==> src/rtl/add_round_key_stream.sv <==
// add_round_key_stream: streaming AddRoundKey stage.
// Each accepted state word is XORed with the round key chosen by its round
// index. The result is queued in a small output FIFO so the downstream round
// can stall without dropping words. Round keys sit in a register file that
// the key-expansion logic writes.
module add_round_key_stream #(
  parameter int DATA_W   = 128,
  parameter int NUM_KEYS = 11,
  parameter int IDX_W    = 4,
  parameter int DEPTH    = 2
) (
  input  logic                         clk,
  input  logic                         reset,
  input  logic                         key_wr_en,
  input  logic [IDX_W-1:0]             key_wr_idx,
  input  logic [0:DATA_W-1]            key_wr_data,
  input  logic                         in_valid,
  output logic                         in_ready,
  input  logic [0:DATA_W-1]            in_data,
  input  logic [IDX_W-1:0]             in_round,
  input  logic                         in_last,
  output logic                         out_valid,
  input  logic                         out_ready,
  output logic [0:DATA_W-1]            out_data,
  output logic [IDX_W-1:0]             out_round,
  output logic                         out_last,
  output logic                         idx_err,
  input  logic                         err_clr,
  output logic [$clog2(DEPTH+1)-1:0]   fifo_count
);

  localparam int PTR_W = (DEPTH > 1) ? $clog2(DEPTH) : 1;
  localparam int CNT_W = $clog2(DEPTH+1);
  // One extra bit so NUM_KEYS itself is representable for range checks.
  localparam logic [IDX_W:0] NK = (IDX_W+1)'(NUM_KEYS);

  typedef struct packed {
    logic [0:DATA_W-1] data;
    logic [IDX_W-1:0]  round;
    logic              last;
  } ent_t;

  logic [0:DATA_W-1] key_q [NUM_KEYS];
  ent_t              mem_q [DEPTH];
  logic [PTR_W-1:0]  wr_ptr_q, wr_ptr_d;
  logic [PTR_W-1:0]  rd_ptr_q, rd_ptr_d;
  logic [CNT_W-1:0]  cnt_q, cnt_d;
  logic              err_q, err_d;
  logic [0:DATA_W-1] key_sel;
  logic              push, pop;
  logic              wr_bad, rd_bad;

  function automatic logic [PTR_W-1:0] ptr_inc(input logic [PTR_W-1:0] p);
    return (p == PTR_W'(DEPTH-1)) ? '0 : p + 1'b1;
  endfunction

  // Ready depends only on registered occupancy (and reset), never on out_ready.
  assign in_ready   = ~reset & (cnt_q < CNT_W'(DEPTH));
  assign out_valid  = (cnt_q != '0);
  assign push       = in_valid & in_ready;
  assign pop        = out_valid & out_ready;
  assign wr_bad     = key_wr_en & ({1'b0, key_wr_idx} >= NK);
  assign rd_bad     = push & ({1'b0, in_round} >= NK);

  assign out_data   = mem_q[rd_ptr_q].data;
  assign out_round  = mem_q[rd_ptr_q].round;
  assign out_last   = mem_q[rd_ptr_q].last;
  assign idx_err    = err_q;
  assign fifo_count = cnt_q;

  // Key lookup; an out-of-range round matches no slot and yields key 0.
  always_comb begin
    key_sel = '0;
    for (int k = 0; k < NUM_KEYS; k++)
      if (in_round == IDX_W'(k)) key_sel = key_q[k];
  end

  // Pointer, occupancy and sticky-error next state.
  always_comb begin
    wr_ptr_d = push ? ptr_inc(wr_ptr_q) : wr_ptr_q;
    rd_ptr_d = pop  ? ptr_inc(rd_ptr_q) : rd_ptr_q;
    cnt_d    = cnt_q;
    case ({push, pop})
      2'b10:   cnt_d = cnt_q + 1'b1;
      2'b01:   cnt_d = cnt_q - 1'b1;
      default: cnt_d = cnt_q;
    endcase
    err_d = err_q;
    if (wr_bad || rd_bad) err_d = 1'b1;
    else if (err_clr)     err_d = 1'b0;
  end

  // Round-key file; writes to nonexistent slots are dropped.
  always_ff @(posedge clk or posedge reset) begin
    if (reset) begin
      for (int k = 0; k < NUM_KEYS; k++) key_q[k] <= '0;
    end else if (key_wr_en) begin
      for (int k = 0; k < NUM_KEYS; k++)
        if (key_wr_idx == IDX_W'(k)) key_q[k] <= key_wr_data;
    end
  end

  // FIFO storage; XOR uses the key held before this edge.
  always_ff @(posedge clk or posedge reset) begin
    if (reset) begin
      for (int i = 0; i < DEPTH; i++) mem_q[i] <= '0;
    end else if (push) begin
      mem_q[wr_ptr_q] <= '{data: in_data ^ key_sel, round: in_round, last: in_last};
    end
  end

  // Control state registers.
  always_ff @(posedge clk or posedge reset) begin
    if (reset) begin
      wr_ptr_q <= '0;
      rd_ptr_q <= '0;
      cnt_q    <= '0;
      err_q    <= 1'b0;
    end else begin
      wr_ptr_q <= wr_ptr_d;
      rd_ptr_q <= rd_ptr_d;
      cnt_q    <= cnt_d;
      err_q    <= err_d;
    end
  end

endmodule

==> config.mk <==
export PLATFORM = sky130hd
export DESIGN_NAME = add_round_key_stream
export DESIGN_NICKNAME = d
export VERILOG_FILES = /design/src/rtl/add_round_key_stream.sv
export SDC_FILE = /design/constraint.sdc
export NUM_CORES = 2
export LEC_CHECK = 0
export CORE_MARGIN = 2
export CORE_UTILIZATION = 48
export DETAILED_ROUTE_END_ITERATION = 16
export GPL_TIMING_DRIVEN = 0
export PLACE_DENSITY = 0.66
export RECOVER_POWER = 100
export SLEW_MARGIN = 20
export SYNTH_ARGS = -nofsm -noshare
export SYNTH_HDL_FRONTEND = slang
export SYNTH_SLANG_ARGS = --single-unit
==> constraint.sdc <==
create_clock -name clk -period 60.4 [get_ports clk]
set_input_delay 6.04 -clock clk [delete_from_list [all_inputs] [get_ports clk]]
set_output_delay 6.04 -clock clk [all_outputs]
set_load 0.05 [all_outputs]
== Word level (Yosys, flattened, before mapping) ==
Cells that the tools add are included.
W data, S select, Z words.

* $add $sub $neg: 4
* Multipliers: 0
* Div/mod/pow operators: 0
* Order comparisons: 6
* Equal/unequal tests: 22
* Shift operators: 0
* Mux-type cells: 22
* Bitwise logic cells: 9
* Reductions and logical operators: 18

{| class="wikitable"
|+ Operator list
! operator !! count
|-
| $mux W128 || 11
|-
| $mux W133 || 4
|-
| $bwmux W266 || 1
|-
| $demux W133 S1 || 1
|-
| $xor A128 B128 Y128 || 1
|-
| $eq A4 B3 Y1 const B || 8
|-
| $eq A4 B4 Y1 const B || 6
|-
| $reduce_and A2 Y1 || 11
|-
| $eq A4 B2 Y1 const B || 4
|-
| $eq A4 B1 Y1 const B || 2
|-
| $ge A4 B4 Y1 const B || 2
|-
| $logic_not A4 Y1 || 2
|-
| $reduce_bool A2 Y1 || 3
|-
| $and A1 B1 Y1 || 5
|-
| $ge A2 B2 Y1 const B || 2
|-
| $mux W1 || 4
|-
| $not A1 Y2 || 2
|-
| $pmux W2 S2 || 1
|-
| $add A1 B1 Y1 const B || 2
|-
| $add A2 B1 Y2 const B || 1
|-
| $eq A2 B1 Y1 const B || 1
|-
| $eq A2 B2 Y1 const B || 1
|-
| $lt A2 B1 Y1 const B || 1
|-
| $lt A2 B2 Y1 const B || 1
|-
| 4 further kinds || 4
|}

* Flip-flop bits (word level): 1679
* Latch bits: 0
* RAM bits: 0
* ROM bits: 0
* Input port bits: 271
* Output and inout bits: 138
* Memories kept: 0

== Logic depth before layout (Yosys ltp) ==
* Depth after elaboration: 14
* Mapped depth: 11
* Depth with buffers taken out: 6

== Least setup slack after synthesis ==
Ideal clock, no wire load.

* Path kind: input-to-output
* From: in reset
* To: out in_ready
* Arrival: 6.734 ns
* Setup slack: 47.626 ns
* Cell stages on the path: 1
* Path through: nor2_1

* Longest elaborated chain between the ends: 2

{| class="wikitable"
|+ Ends and longest elaborated chain
! element !! RTL line !! text
|-
| from (decl) || 13 || <nowiki>input logic reset,</nowiki>
|-
| $not A1 Y1 || 58 || <nowiki>assign in_ready = ~reset & (cnt_q < CNT_W'(DEPTH));</nowiki>
|-
| $and A1 B1 Y1 || 58 ||
|-
| to (decl) || 18 || <nowiki>output logic in_ready,</nowiki>
|}

No other way between the ends.

==> impl_metrics.py <==
metrics = {
    "run_status": {
        "status": "finished with violations",
        "failed_checks": "max-capacitance violations, max-slew violations",
    },
    "power": {
        "combPwrFrac": 0.278,
        "p_int_mw": 2.526,
        "total_power_mw": 3.790,
        "power_frac_clock": 0.303,
        "power_density_mw_per_mm2": 41.27,
        "p_switching_mw": 1.264,
        "leakagePower_nw": 39.18,
        "vdd_drop_max_mv": 0.04064,
        "switching_share": 0.3334,
        "pwr-share-seq": 0.419,
    },
    "sta": {
        "finalCriticalPeriod_ns": 25.97,
        "setup_viol": 0,
        "tightest_slew_ns": 5.636,
        "fin_setup_tns_ns": 0,
        "relSlewSlack": -2.757,
        "holdWs_ns": 0.4706,
        "hold_viol": 0,
        "min_period_over_period": 0.4300,
        "setup_slack_ns": 34.43,
        "rsz0062_at_grt": "no",
        "finalMaxSlewViolations": 1801,
        "skew_ns": 0.04226,
        "fmax_mhz": 38.50,
    },
    "critical_path": {
        "cp_common_cell": "clkbuf_1",
        "critPathCaptureType": "asynchronous set/reset pin",
        "rr_worst_depth": 9,
        "slowest_stage": "clkbuf_1",
        "cp.required_ns": 60.25,
        "path_cells": "dlygate4sd3_1 > clkinvlp_2 > clkbuf_1 > clkbuf_1 > clkbuf_1 > clkbuf_1 > clkbuf_1",
        "r2r_slack_ns": 54.01,
        "worstReg2RegStart": "fifo_count[1]",
        "slowest_delay_ns": 4.15,
        "rr_endpoint": "mem_q[179]",
        "crit_type": "primary input to asynchronous set/reset pin",
        "cp.arrival_ns": 25.82,
        "worstSetupStartpointType": "primary input",
        "path_max_fanout": 105,
    },
    "placed_design": {
        "dp_hpwl_mm": 212.6,
        "post_dp_cell_area_sq_mm": 0.08614,
        "place.gp.congestion": 1.014,
        "dp_cells": 8979,
        "place_ws_ns": 46.57,
        "port_buffers": 407,
    },
    "hold_path": {
        "worstHoldPathType": "register to register",
        "worstHoldStart": "mem_q[133]",
        "hold_end": "mem_q[133]",
        "hold_depth": 2,
    },
    "synth": {
        "netlist_area_sq_mm": 0.07859,
        "synth_common_cells": "dfrtp_1, mux2_2, clkbuf_1, nand2_1, a21oi_1",
        "avgSynthCellArea_sq_um": 12.34,
        "synth_area_leaders": "dfrtp_1, mux2_2, clkbuf_1",
        "synth_edf_count": 0,
        "ys_seq_area_frac": 0.5346,
        "ys_warn_count": 0,
        "synth-seq-cells": 1679,
        "syn_nets": 6642,
        "synth_top_area_frac": 0.5346,
        "dominantRegCellSynth": "dfrtp_1",
        "async_reset_ff_frac": 1.000,
        "yosysTopAreaCell": "dfrtp_1",
        "synth_most_common_cell": "dfrtp_1",
        "ys_types": 77,
        "synth_cells": 6370,
    },
    "final_layout": {
        "final_area_sq_mm": 0.09184,
        "finalNonFillerCells": 9328,
        "drive_above_1_share": 0.2912,
        "area.growth.synth_to_final_pct": 16.85,
        "finish.utilization": 0.5642,
        "num-nets-final": 7261,
    },
    "clock_network": {
        "cts_buffers": 181,
        "cts_tree": "built",
        "clk_pin_slew_ns": 0.06,
        "clock_path_buffers": 3,
        "hold_buffers": 0,
        "postCtsSetupBuffers": 0,
        "clk-insertion-delay-late_ns": 0.86,
        "htree_levels": 4,
        "clock_sinks": 1679,
        "cts_resized": 0,
        "root_buffer": "clkbuf_16",
    },
    "routing": {
        "finalWirelength_mm": 311.8,
        "final_antenna_net_count": 0,
        "wl_per_cell_um": 33.43,
        "drc_errors": 0,
        "firstDrtPassIters": 7,
        "viasPerCell": 6.529,
        "drtIter0Drc": 8486,
        "vias": 60900,
    },
    "global_route": {
        "grt_pass1_vias": 59140,
        "grt-ovfl-total": 0,
        "grt_antenna_before_repair": 31,
        "grt_util_met3": 0.1277,
        "grt_util_met1": 0.4937,
        "use_met2": 0.5132,
        "grtUsageTotal": 0.3666,
        "grt_pass1_wl_mm": 436.1,
        "grt-busiest-layer": "met2",
        "grt_max_degree": 108,
    },
    "floorplan": {
        "core_sq_mm": 0.1628,
        "die_w_um": 408.6,
        "rows": 148,
        "die_h_um": 408.6,
        "initial_utilization": 0.4829,
        "fp.dieArea_sq_mm": 0.1670,
        "io_pins": 409,
    },
    "run": {
        "drv_cap": 30,
    },
}
[cell type report]
type                            count  area (sq um)
Antenna cell                       23         57.56
Buffer                            664          2829
Clock buffer                      273          5398
Clock inverter                     51         758.2
Fill cell                       13630         70930
Inverter                           62         234.0
Multi-Input combinational cell   3965         33550
Sequential cell                  1679         42020
Tap cell                         2175          2721
Timing Repair Buffer              436          4278
[critical path: cells and delay by family]
kind,cells,cell delay [ns]
buffers and inverters,7,19.46
[power by group through the flow]
stage	clock (mW)	combinational, mW	sequential (mW)
5_1_grt	1.20	1.12	1.62
3_3_place_gp	0	1.05	1.60
4_1_cts	1.15	1.08	1.58
2_1_floorplan	0	0.751	1.57
6_report	1.15	1.05	1.59
3_5_place_dp	0	1.08	1.60
[cell families after synthesis]
logic type               count (synthesis)  share of synthesized area
AO/OA/AOI/OAI                         1338                     0.1122
XOR/XNOR                               123                    0.01371
adder cells (fa/ha/maj)                  1                  0.0001592
buffers and inverters                  726                    0.03864
flip-flops                            1679                     0.5346
multiplexers                          1657                     0.2427
AND/OR/NAND/NOR                        846                    0.05795
[per-layer routing]
metal,share of wire,wire length (um),up-vias
met5,0.00043,134,-
met4,0.065,20220,20
met3,0.13,39050,922
met2,0.42,129500,3967
met1,0.39,122900,31430
li1,-,-,24570
[cell usage in the layout (no fill, tap or decap), types with 61 or more instances in the layout]
master | netlist | final
dfrtp_1 | 1679 | 1679
mux2_2 | 1552 | 1551
clkbuf_1 | 479 | 541
o21ai_0 | 219 | 335
nand2_1 | 316 | 315
clkdlybuf4s50_1 | 0 | 266
a21oi_1 | 236 | 236
clkbuf_16 | 0 | 183
dlygate4sd3_1 | 0 | 141
nor2_1 | 140 | 140
o22ai_1 | 136 | 136
buf_2 | 117 | 115
nor2b_1 | 105 | 105
a211oi_1 | 105 | 105
a222oi_1 | 72 | 72
a221oi_1 | 67 | 67
xor2_1 | 62 | 62
xnor2_1 | 61 | 61
mux2i_1 | 61 | 61
[state kept, by name (all words and copies together) (netlist names)]
signal      flops
fifo_count      2
idx_err         1
key_q        1408
mem_q         266
rd_ptr_q        1
wr_ptr_q        1
[worst max-delay path by stage]
stage / from / to / slack, ns / cells past startpoint
floorplan: reset / fifo_count[0] / 6.97 / 1
global placement: reset / mem_q[220] / -11.74 / 2
detailed placement: reset / in_ready / 46.57 / 3
CTS: reset / in_ready / 46.56 / 3
global route: reset / key_q[45] / 30.66 / 7
finish: reset / key_q[1325] / 34.43 / 7
(Power assumes the default switching activity.)
